$ cat src/rtl/ts_demuxer.sv
`default_nettype none
// ts_demuxer: splits a tagged pseudo-TS stream into 4 TS streams, restoring the 0x47 sync byte.
// Define TS_DEMUX_STATS_EN to add per-channel packet counters and an error counter.
module ts_demuxer #(
  parameter int         PKT_LEN   = 188,
  parameter int         LOCK_PKTS = 3,
  parameter logic [7:0] TAG_BASE  = 8'hB8
) (
  input  logic        CLK,
  input  logic        RST,
`ifdef TS_DEMUX_STATS_EN
  input  logic        CNT_CLR,
  output logic [63:0] PKT_CNT,
  output logic [15:0] ERR_CNT,
`endif
  input  logic [7:0]  DATA_IN,
  input  logic        D_VALID_IN,
  input  logic        P_SYNC_IN,
  output logic [31:0] DATA_OUT,
  output logic [3:0]  D_VALID_OUT,
  output logic [3:0]  P_SYNC_OUT,
  output logic        LOCKED,
  output logic        ERR
);

  typedef enum logic [1:0] {HUNT, PASS, EXPECT, DROP} state_t;

  localparam logic [7:0] LAST_IDX = 8'(PKT_LEN - 1);
  localparam logic [3:0] LOCK_N   = 4'(LOCK_PKTS);

  state_t      r_state;
  logic [7:0]  r_byte_cnt;
  logic [3:0]  r_good_cnt;
  logic [1:0]  r_cur_ch;
  logic [31:0] r_data;
  logic [3:0]  r_dv;
  logic [3:0]  r_ps;
  logic        r_locked;
  logic        r_err;

  logic        w_tag_ok;
  logic        w_sync;
  logic        w_last;
  logic        w_in_pkt;
  logic        w_err;
  logic        w_complete;
  logic [3:0]  w_good_nxt;

  always_comb begin
    w_tag_ok   = (DATA_IN[7:2] == TAG_BASE[7:2]);
    w_sync     = D_VALID_IN & P_SYNC_IN;
    w_last     = (r_byte_cnt == LAST_IDX);
    w_in_pkt   = (r_state == PASS) || (r_state == DROP);
    // A sync inside a packet is a short packet; a non-sync byte in EXPECT is lost framing.
    w_err      = (w_sync & (~w_tag_ok | w_in_pkt)) |
                 (D_VALID_IN & ~P_SYNC_IN & (r_state == EXPECT));
    w_complete = D_VALID_IN & ~P_SYNC_IN & (r_state == PASS) & w_last;
    w_good_nxt = r_good_cnt;
    if (w_err)
      w_good_nxt = 4'd0;
    else if (w_complete && (r_good_cnt < LOCK_N))
      w_good_nxt = r_good_cnt + 4'd1;
  end

  always_ff @(posedge CLK or negedge RST) begin
    if (!RST) begin
      r_state    <= HUNT;
      r_byte_cnt <= 8'd0;
      r_good_cnt <= 4'd0;
      r_cur_ch   <= 2'd0;
      r_data     <= 32'd0;
      r_dv       <= 4'd0;
      r_ps       <= 4'd0;
      r_locked   <= 1'b0;
      r_err      <= 1'b0;
    end else begin
      r_dv       <= 4'd0;
      r_ps       <= 4'd0;
      r_err      <= w_err;
      r_good_cnt <= w_good_nxt;
      r_locked   <= (w_good_nxt == LOCK_N);
      if (w_sync) begin
        // Every sync byte is treated as a tag byte, whatever state we are in.
        r_byte_cnt <= 8'd1;
        if (w_tag_ok) begin
          r_cur_ch                             <= DATA_IN[1:0];
          r_data[{DATA_IN[1:0], 3'b000} +: 8]  <= 8'h47;
          r_dv[DATA_IN[1:0]]                   <= 1'b1;
          r_ps[DATA_IN[1:0]]                   <= 1'b1;
          r_state                              <= PASS;
        end else begin
          r_state <= (r_state == EXPECT) ? HUNT : DROP;
        end
      end else if (D_VALID_IN) begin
        case (r_state)
          HUNT: begin
            r_byte_cnt <= 8'd0;
          end
          PASS: begin
            r_data[{r_cur_ch, 3'b000} +: 8] <= DATA_IN;
            r_dv[r_cur_ch]                  <= 1'b1;
            if (w_last) begin
              r_byte_cnt <= 8'd0;
              r_state    <= EXPECT;
            end else begin
              r_byte_cnt <= r_byte_cnt + 8'd1;
            end
          end
          DROP: begin
            if (w_last) begin
              r_byte_cnt <= 8'd0;
              r_state    <= EXPECT;
            end else begin
              r_byte_cnt <= r_byte_cnt + 8'd1;
            end
          end
          default: begin
            r_byte_cnt <= 8'd0;
            r_state    <= HUNT;
          end
        endcase
      end
    end
  end

  assign DATA_OUT    = r_data;
  assign D_VALID_OUT = r_dv;
  assign P_SYNC_OUT  = r_ps;
  assign LOCKED      = r_locked;
  assign ERR         = r_err;

`ifdef TS_DEMUX_STATS_EN
  logic [63:0] r_pkt_cnt;
  logic [15:0] r_err_cnt;

  always_ff @(posedge CLK or negedge RST) begin
    if (!RST) begin
      r_pkt_cnt <= 64'd0;
      r_err_cnt <= 16'd0;
    end else if (CNT_CLR) begin
      r_pkt_cnt <= 64'd0;
      r_err_cnt <= 16'd0;
    end else begin
      if (w_complete)
        r_pkt_cnt[{r_cur_ch, 4'b0000} +: 16] <= r_pkt_cnt[{r_cur_ch, 4'b0000} +: 16] + 16'd1;
      if (w_err && (r_err_cnt != 16'hFFFF))
        r_err_cnt <= r_err_cnt + 16'd1;
    end
  end

  assign PKT_CNT = r_pkt_cnt;
  assign ERR_CNT = r_err_cnt;
`endif

endmodule
`default_nettype wire

$ cat config.mk
export PLATFORM = sky130hd
export DESIGN_NAME = ts_demuxer
export DESIGN_NICKNAME = d
export VERILOG_FILES = /design/src/rtl/ts_demuxer.sv
export SDC_FILE = /design/constraint.sdc
export NUM_CORES = 1
export LEC_CHECK = 0
export ABC_AREA = 0
export CAP_MARGIN = 10
export CORE_MARGIN = 8
export CORE_UTILIZATION = 45
export DETAILED_ROUTE_END_ITERATION = 16
export GPL_ROUTABILITY_DRIVEN = 1
export PLACE_DENSITY = 0.7
export SETUP_SLACK_MARGIN = 0.3
export SKIP_CTS_REPAIR_TIMING = 1
export SLEW_MARGIN = 20
export SYNTH_ARGS = -nofsm -noshare
export SYNTH_HDL_FRONTEND = slang
export SYNTH_SLANG_ARGS = --single-unit
$ cat constraint.sdc
create_clock -name CLK -period 2.2 [get_ports CLK]
set_input_delay 0.55 -clock CLK [delete_from_list [all_inputs] [get_ports CLK]]
set_output_delay 0.55 -clock CLK [all_outputs]
set_load 0.02 [all_outputs]
## After elaboration in Yosys (flattened, before gate mapping)

Cells that the tools add are included.

| cells by class | value |
|---|---|
| muxes and demuxes | 27 |
| shift-type cells | 4 |
| eq/ne operators | 9 |
| $add $sub $neg | 4 |
| bitwise operators | 10 |
| reductions and logical operators | 11 |
| $lt $le $gt $ge | 5 |

Operators by type and width:

| operator | number |
|---|---|
| $mux W32 | 4 |
| $bwmux W32 | 2 |
| $shift A8 B7 Y32 const A | 2 |
| $mux W8 | 4 |
| $shiftx A8 B7 Y32 | 1 |
| $shiftx A8 B7 Y32 const A | 1 |
| $mux W4 | 7 |
| $neg A5 Y7 | 2 |
| $mux W2 | 5 |
| $add A8 B1 Y8 const B | 1 |
| $eq A8 B8 Y1 const B | 1 |
| $and A1 B1 Y1 | 6 |
| $eq A6 B6 Y1 const B | 1 |
| $lt A2 B3 Y1 const B | 2 |
| $reduce_and A3 Y1 | 2 |
| $add A4 B1 Y4 const B | 1 |
| $demux W1 S2 | 2 |
| $eq A2 B2 Y1 const B | 2 |
| $eq A4 B2 Y1 const B | 1 |
| $ge A2 B1 Y1 const B | 2 |
| $lt A4 B2 Y1 const B | 1 |
| $ne A2 B2 Y1 const B | 2 |
| $pmux W2 S2 | 1 |
| $reduce_bool A2 Y1 | 2 |
| other kinds (10) | 15 |

| word-level totals | value |
|---|---|
| bits in registers | 58 |
| logic and storage cells | 79 |
| output and inout bits | 42 |

## Depth between registers and ports, before layout

Gate-level depths: netlist (run 1).

| logic depth | value |
|---|---|
| word-level depth | 8 |
| depth in mapped cells | 7 |
| gate-level depth less buffers | 6 |

## Worst setup path before layout (run 1)

Ideal clock, no wire load.

| timing | value |
|---|---|
| kind | input to register |
| from | input P_SYNC_IN |
| to | register r_locked, in the netlist LOCKED |
| arrival | 1.811 ns |
| stages | 5 |
| setup slack | 0.278 ns |
| library setup time | 0.111 ns |
| cell sequence | buf_6 > and4bb_2 > nand4_2 > or3b_1 > a2111oi_2 |

| on the way | value |
|---|---|
| cells in the longest elaborated chain, start to end | 8 |
| elaborated cells between the ends (all ways) | 12 |
| those cells by class | eq/ne: 1; mux: 2; bitwise: 8; reduce/logical: 1 |

Ends and longest elaborated chain:

| what | RTL line | text |
|---|---|---|
| start, declared | 18 | `input logic P_SYNC_IN,` |
| $not A1 Y1 | 56, 57 |  |
| $and A1 B1 Y1 | 56, 57 |  |
| $and A1 B1 Y1 (2 in series) | 57 | `w_complete = D_VALID_IN & ~P_SYNC_IN & (r_state == PASS) & w_last;` |
| $logic_and A1 B1 Y1 | 61 | `else if (w_complete && (r_good_cnt < LOCK_N))` |
| $mux W4 | 61 |  |
| $mux W4 (*) | 59 | `if (w_err)` |
| $eq A4 B2 Y1 (*) | 81 | `r_locked <= (w_good_nxt == LOCK_N);` |
| end signal, assigned | 81 |  |
| end, declared | 38 | `logic r_locked;` |

Every way passes the cells marked *; elsewhere a longest branch is shown, timed or not.
A chain may end at the register's enable or synchronous reset.

## Worst setup path after layout (run 1)

| timing | value |
|---|---|
| from | register r_data[22], in the netlist DATA_OUT[22] |
| to | output DATA_OUT[22] |

RTL lines:

| what | RTL line | text |
|---|---|---|
| start, declared | 35 | `logic [31:0] r_data;` |
| start signal, assigned | 71 | `r_data <= 32'd0;` |
| start signal, assigned by index | 87 | `r_data[{DATA_IN[1:0], 3'b000} +: 8] <= 8'h47;` |
| start signal, assigned by index | 100 | `r_data[{r_cur_ch, 3'b000} +: 8] <= DATA_IN;` |
| end, declared | 19 | `output logic [31:0] DATA_OUT,` |

No word-level cell between the ends.

==> results.yml, run 1 <==
status:
  status: "complete, no violations"
yosys:
  syn_area_per_cell_um2: 11.0
  synth.yosys.seq_area_share_pct: 55.4
  synthArstFlopShare_pct: 100
  synth-edff-count: 0
  ys_ff_latch: 58
  synth.distinct_cells: 43
  yosysWarningCount: 0
  netlist_area_um2: 2620
  synth.net_count: 259
  dominantRegCellSynth: "dfrtp_1"
  syn-instance-count: 238
placement:
  routabilityCongestion: 0.851
  post-dp-hpwl_um: 4990
  place_area_um2: 3470
  port_buffers: 53
  dp.cells: 388
timing:
  worst_slew_pin_slew_ps: 555
  grt_setup_unrepaired: "no"
  period_share_pct: 84.8
  slew-limit-headroom_pct: 63.0
  hold_viol: 0
  fmax_ghz: 0.536
  skew_ps: 5.41
  setup_viol: 0
  slew_viol_final: 0
  fin_crit_ps: 1870
clock_network:
  cts_buffer_depth: 2
  clkLatencyLatePin_ps: 330
  clk_pin_slew_ps: 60
  cts_sinks: 58
  cts-buffers-inserted: 9
  root_buffer: "clkbuf_8"
  cts_tree: "built"
  htreeDepth: 3
die:
  placementRows: 27
  boundaryPins: 54
  die-area_um2: 8520
  die_x_um: 92.3
  core_area_um2: 5570
  start_util_pct: 47.0
  die_h_um: 92.3
layout:
  final_cell_mix: "dfrtp_1 (57), clkdlybuf4s50_1 (38), buf_4 (36)"
  final_common_cell: "dfrtp_1"
  antennaDiodeCount: 0
  instances_no_fill: 403
  drive_gt1_share_pct: 22.4
  final_cell_area_um2: 3770
  layout.nets: 348
  area_growth_pct: 44.1
  num-fill-cells: 424
routing:
  first_iter_violations: 55
  drc: 0
  wl_per_cell_um: 16.5
  routed_wl_um: 6650
  avgViaCountPerCell: 5.29
  vias: 2133
  dr.pass1.iters: 4
  antenna_left: 0
power_and_ir_drop:
  p_leak_nw: 1.91
  powerDensity_nw_per_um2: 759
  ir_worst_vdd_mv: 0.550
worst_setup_path:
  critPathRequiredTime_ps: 1650
  crit_arrival_ps: 1320
  crit_slowest_cell: "clkdlybuf4s50_1"
  crit_cells: 1
  path_buf_inv: 1
  reg2reg_from: "r_good_cnt[0]$_DFF_PN0_"
  cp_cell_sequence: "clkdlybuf4s50_1"
  cp-startpoint: "DATA_OUT[22]$_DFFE_PN0P_"
  critical_path.top_delay_family: "buffers and inverters"
  worstSetupEndpoint: "DATA_OUT[22]"
  critPathKind: "reg -> out"
  r2r_end: "LOCKED$_DFF_PN0_"
  end_kind: "output port"
  reg2reg_depth: 5
  cp_max_fo: 2
  r2r_setup_slack_ps: 350
  crit_path_max_incr_delay_ps: 620
  startpoint_type: "register"
global_routing:
  grt_max_degree: 36
  overflow: 0
  grt_pass1_wl_um: 10800
  grt_use_total_pct: 16.0
  grt_antenna_before_repair: 0
  grt_pass1_vias: 2147
flow_run:
  maxCapViolations: 0
min_path:
  worstHoldPathType: "in -> async"
==> cell type report <==
cell class,instances,area [µm²],area share (%)
flip-flops and latches,58,1450,38.5
multi-input cells,160,1150,30.4
repair buffers,90,851,22.5
clock buffers,13,169,4.47
well taps,72,90.1,2.39
clock inverters,2,35.0,0.928
inverters,8,30.0,0.795
==> worst min-delay path by stage <==
| stage | end | startpoint | slack [ps] | cells past startpoint |
|---|---|---|---|---|
| 2_1_floorplan | DATA_OUT[0]$_DFFE_PN0P_ | RST | 250 | 0 |
| 3_3_place_gp | DATA_OUT[10]$_DFFE_PN0P_ | DATA_OUT[10]$_DFFE_PN0P_ | 470 | 2 |
| 3_5_place_dp | LOCKED$_DFF_PN0_ | r_good_cnt[2]$_DFF_PN0_ | 470 | 1 |
| 4_1_cts | P_SYNC_OUT[2]$_DFF_PN0_ | RST | 210 | 1 |
| 5_1_grt | ERR$_DFF_PN0_ | RST | 250 | 1 |
| 6_report | r_state[0]$_DFFE_PN0P_ | RST | 200 | 1 |
==> kinds of logic (layout without fill, tap and decap cells) <==
kind of cell	Yosys count	count (layout)	synth area share, %
DFF	58	58	55.4
AOI/OAI and AO/OA	58	58	15.6
adders and majority gates	9	9	4.30
buffers and inverters	20	113	3.34
and+or+nand+nor	82	82	17.4
xor gates and xnor gates	7	7	2.34
muxes	4	4	1.62
==> power by group <==
| part | switching (mW) | internal, mW |
|---|---|---|
| Combinational | 0.298 | 0.312 |
| Sequential | 0.0771 | 1.18 |
| Clock | 0.397 | 0.608 |
==> registers in the layout, summed over array words and instances, names as in the netlist <==
| signal | count |
|---|---|
| r_byte_cnt | 8 |
| DATA_OUT | 32 |
| r_cur_ch | 2 |
| ERR | 1 |
| P_SYNC_OUT | 4 |
| LOCKED | 1 |
| r_good_cnt | 4 |
| r_state | 2 |
| D_VALID_OUT | 4 |
==> layer usage <==
metal | share of wire, % | wire length (µm) | GRT usage (%) | up-vias
met4 | 2.2 | 144 | 8.72 | 0
met5 | 0 | 0 | 0 | -
li1 | - | - | - | 1039
met1 | 46 | 3050 | 20.5 | 1025
met3 | 5.0 | 332 | 3.87 | 12
met2 | 47 | 3130 | 24.4 | 57
==> through the flow <==
step                hold WS (ps)  TNS [ps]  setup slack [ps]  power [mW]  util [%]
floorplan                    254         0               300        1.55         -
global placement             466      -160             -77.5        1.87      62.2
detailed placement           474      -459             -85.8        1.88      62.2
CTS                          210         0               271        2.89      65.9
global route                 248         0               266        3.00      67.7
finish                       201         0               334        2.87      67.7
==> synth_stat cells (all sizes together) (2+ instances only) <==
cell type | number | share of area, %
and4b | 2 | 0.76
buf | 6 | 1.3
nand2 | 26 | 3.7
mux2i | 2 | 0.76
a32oi | 3 | 1.3
inv | 8 | 1.1
nor2b | 2 | 0.48
and4bb | 3 | 1.4
o21ai | 16 | 3.1
a22o | 10 | 3.3
nor3 | 4 | 0.95
nand3 | 3 | 0.57
a21o | 3 | 0.86
and3 | 6 | 1.4
xor2 | 4 | 1.3
a2bb2oi | 2 | 0.67
a31oi | 2 | 0.48
a21oi | 13 | 2.5
ha | 9 | 4.3
dfrtp | 58 | 55
a221o | 6 | 2.3
nand4 | 5 | 1.4
xnor2 | 3 | 1.0
and2 | 3 | 0.72
clkbuf | 6 | 0.86
nor2 | 17 | 2.4
nand4b | 2 | 0.67
nor3b | 3 | 0.86
mux2 | 2 | 0.86
No activity file was read; power rests on OpenSTA's default activity.
==> run 2, diff against run 1 <==
--- a/config.mk
+++ b/config.mk
@@ -11,7 +11,7 @@
 export CORE_UTILIZATION = 45
 export DETAILED_ROUTE_END_ITERATION = 16
 export GPL_ROUTABILITY_DRIVEN = 1
-export PLACE_DENSITY = 0.7
+export PLACE_DENSITY = 0.72
 export SETUP_SLACK_MARGIN = 0.3
 export SKIP_CTS_REPAIR_TIMING = 1
 export SLEW_MARGIN = 20
==> constraint.sdc (replaced) <==
create_clock -name CLK -period 1.6 [get_ports CLK]
set_input_delay 0.4 -clock CLK [delete_from_list [all_inputs] [get_ports CLK]]
set_output_delay 0.4 -clock CLK [all_outputs]
set_load 0.02 [all_outputs]
==> results.yml, run 2 (same netlist as run 1, synthesis figures left out) <==
status:
  failed_checks: "negative setup slack"
  status: "finished with violations"
power_and_ir_drop:
  pwr-share-clk_pct: 34.1
  p_int_mw: 3.20
  sw_frac_of_total_pct: 28.9
  power_switching_mw: 1.30
  combPwrFrac_pct: 27.5
  powerDensity_nw_per_um2: 991
  ir_worst_vdd_mv: 0.961
  finalPower_mw: 4.51
  seqPwrFrac_pct: 38.4
  p_leak_nw: 2.25
timing:
  worst_slew_pin_slew_ps: 300
  slew_viol_final: 0
  slew-limit-headroom_pct: 79.8
  fmax_ghz: 0.583
  tns_ps: -116
  hold_ws_ps: 47.6
  setup_viol: 1
  fin_ws_ps: -116
  grt_setup_unrepaired: "yes"
  skew_ps: 18.6
  period_share_pct: 107
  fin_crit_ps: 1720
  hold_viol: 0
routing:
  vias: 2531
  avgViaCountPerCell: 5.53
  first_iter_violations: 95
  drc: 0
  routed_wl_um: 9090
  wl_per_cell_um: 19.8
  antenna_left: 0
  dr.pass1.iters: 4
die:
  die-area_um2: 8520
  start_util_pct: 47.0
  core_area_um2: 5570
  placementRows: 27
  die_h_um: 92.3
  die_x_um: 92.3
  boundaryPins: 54
clock_network:
  clk_pin_slew_ps: 80
  cts-buffers-inserted: 9
  clkLatencyLatePin_ps: 360
  root_buffer: "clkbuf_8"
  cts_tree: "built"
  htreeDepth: 3
  cts_sinks: 58
  cts_buffer_depth: 2
flow_run:
  maxCapViolations: 0
layout:
  instances_no_fill: 458
  antennaDiodeCount: 0
  largest_reg_flops: 32
  final_common_cell: "buf_4"
  layout.nets: 402
  drive_gt1_share_pct: 57.5
  final_cell_mix: "buf_4 (80), dfrtp_1 (57), buf_6 (39)"
  fin_util_pct: 81.5
  final_cell_area_um2: 4550
  area_growth_pct: 73.5
global_routing:
  grt_max_degree: 59
  overflow: 0
  grt_antenna_before_repair: 0
  grt_pass1_wl_um: 11500
  grt_use_total_pct: 17.0
  grt_pass1_vias: 2309
worst_setup_path:
  cp-startpoint: "r_byte_cnt[1]$_DFFE_PN0P_"
  critPathKind: "reg -> reg"
  startpoint_type: "register"
  r2r_setup_slack_ps: -120
  reg2reg_depth: 5
  crit_arrival_ps: 1950
  end_kind: "register"
  reg2reg_from: "r_byte_cnt[1]$_DFFE_PN0P_"
  cp_max_fo: 2
  critPathRequiredTime_ps: 1840
  r2r_end: "LOCKED$_DFF_PN0_"
placement:
  dp.cells: 405
  post-dp-hpwl_um: 5130
  dpl_worst_slack_ps: -485
  routabilityCongestion: 0.827
  place_area_um2: 3740
  port_buffers: 53
min_path:
  worstHoldPathType: "in -> async"
## run 2: cell types whose count changed in the layout (fill, tap and decap cells not counted), sizes merged
cell and change:
clkinvlp +1, dlymetal6s2s -7, a32oi +1, clkbuf +10, bufinv +1, clkdlybuf4s50 -38, buf +86, clkinv +1
## run 2: worst max-delay path by stage
| stage | endpoint | slack [ps] | cells after the start |
|---|---|---|---|
| floorplan | LOCKED$_DFF_PN0_ | -80 | 5 |
| global placement | LOCKED$_DFF_PN0_ | -450 | 5 |
| detailed placement | LOCKED$_DFF_PN0_ | -490 | 5 |
| CTS | DATA_OUT[1] | -150 | 1 |
| global route | LOCKED$_DFF_PN0_ | -200 | 5 |
| finish | LOCKED$_DFF_PN0_ | -120 | 5 |
## run 2: area by class of cell
type,instances,area [µm²]
sequential,58,1450
inverter,8,32.5
fill,293,1030
clock inverter,5,77.6
timing repair buffer,143,1290
clock buffer,11,141
multi-input combinational,161,1460
tap,72,90.1
## run 2: per-layer routing
layer	track usage (%)	up-vias	part of all wire (%)
li1	-	1151	-
met1	21.0	1248	40
met2	25.4	95	50
met3	6.46	37	5.6
met4	8.86	0	4.6
met5	0	-	0
## run 2: worst max-delay path: stages (launching register included)
cell	delay (ps)
dfrtp_1	370
ha_2	190
and4bb_2	280
nand4_4	100
or3b_4	390
a2111oi_4	280
## run 2: power groups by stage
stage / logic, mW / registers [mW] / clock network [mW]
after detailed placement: 0.943 / 1.73 / 0
after floorplan: 0.275 / 1.88 / 0
after global placement: 0.920 / 1.73 / 0
after CTS: 0.942 / 1.71 / 1.52
final: 1.24 / 1.73 / 1.53
after global routing: 1.31 / 1.74 / 1.62
==> patch: new RTL, settings of run 1 <==
Encoding of `state_t`: now one-hot (4 bits for 4 states).
--- a/src/rtl/ts_demuxer.sv
+++ b/src/rtl/ts_demuxer.sv
@@ -25,3 +25,3 @@
 
-  typedef enum logic [1:0] {HUNT, PASS, EXPECT, DROP} state_t;
+  typedef enum logic [3:0] {HUNT = 4'b0001, PASS = 4'b0010, EXPECT = 4'b0100, DROP = 4'b1000} state_t;
 
Check against the original RTL: same outputs for any inputs over 4 cycles, from zero or initial values and one cycle with RST low; so few cycles prove little.
==> patch against run 1 <==
  * Sequential power decreased by 4%
  * Cell area up 9.9%
  * Die area up 12%
  * Wire length up 8.9%
  * Sequential share of layout area decreased by 2.2 points
  * Worst setup slack worse by 47 ps
  * Synthesized cell count is 11% higher
  * First-iteration DRC count rose by 40%
  * Synthesized area rose by 14%
  * Sequential cell count is 2 higher
  * Power shrank 8.8%
  * Largest cell class unchanged
  * Highest routed layer unchanged
==> patch: results <==
group,metric,value,unit
synthesis,ys_seq_area_share,50.2,%
synthesis,synth_compound_area_share,14.5,%
critical_path,cp-endpoint,"DATA_OUT[20]",
synthesis,synth_nets,285,
critical_path,cp_max_fo,8,
final_layout,fin_nets,382,
route,vias,2322,
grt,use_met1,20.6,%
grt,grt_max_degree,31,
synthesis,synthAdderAreaFrac,3.76,%
sta,skew,4.16,ps
synthesis,synthXorXnorAreaFrac,1.17,%
outcome,status,"finished clean",
synthesis,synthTopCellsByCount,"dfrtp_1 (59), inv_1 (28), a21oi_1 (22), mux2i_1 (22), nand2_1 (15)",
grt,grtUsageMet3,3.49,%
grt,grt_pass1_wl,12100,um
pwr,p_sw,676,uW
pwr,p_leak,2.16,nW
sta,tightest_slew,466,ps
critical_path,r2r_slack,420,ps
critical_path,crit_arrival,2140,ps
critical_path,worstReg2RegStart,"r_byte_cnt[0]",
placed_design,globalplace.congestion,0.858,
synthesis,synthTopCellsByArea,"dfrtp_1 (49%), mux2i_1 (7.4%), ha_1 (3.8%), a21oi_1 (3.7%), inv_1 (3.5%)",
critical_path,r2r-end,"r_byte_cnt[4]",
pwr,ir_worst_vdd,0.378,mV
grt,met2_usage,23.8,%
grt,grt_util_all_layers,15.8,%
clock_tree,cts_buffers,9,
placed_design,placed_cells,425,
route,route.met3.wl,299,um
route,drt-met1-wl,3430,um
critical_path,cpPeakStageDelay,500,ps
clock_tree,ctsRootBufferMaster,"clkbuf_8",
placed_design,dp_hpwl,5360,um
critical_path,crit_path_start,"DATA_IN[7]",
route,via_per_inst,5.27,
final_layout,diodes,0,
synthesis,synth_cells,264,
synthesis,synthMuxAreaShare,8.98,%
route,wl_met2,3330,um
synthesis,synth_cell_types,53,
grt,grt_pass1_vias,2368,
==> patch: through the flow <==
step	total power, mW	utilization [%]	hold WS, ps	area, sq um	setup slack, ps
after floorplan	1.44	-	254	2990	359
after global placement	1.64	60.6	480	3870	-104
after detailed placement	1.65	60.6	458	3870	-148
after CTS	2.63	63.6	230	4060	181
after global routing	2.73	65.0	253	4150	244
final	2.61	65.0	225	4150	287
==> patch: power groups by stage <==
| stage | Combinational, mW | Clock (mW) | Sequential [mW] |
|---|---|---|---|
| final | 0.434 | 0.977 | 1.20 |
| after global routing | 0.472 | 1.05 | 1.21 |
| after global placement | 0.423 | 0 | 1.22 |
| after floorplan | 0.184 | 0 | 1.26 |
| after CTS | 0.434 | 0.992 | 1.20 |
| after detailed placement | 0.429 | 0 | 1.22 |
==> patch: cell type report <==
cell class,instances,area (sq um)
Inverter,28,105
Timing Repair Buffer,97,930
Sequential cell,60,1500
Tap cell,77,96.3
Fill cell,512,2240
Clock buffer,12,155
Multi-Input combinational cell,165,1330
Clock inverter,2,35.0
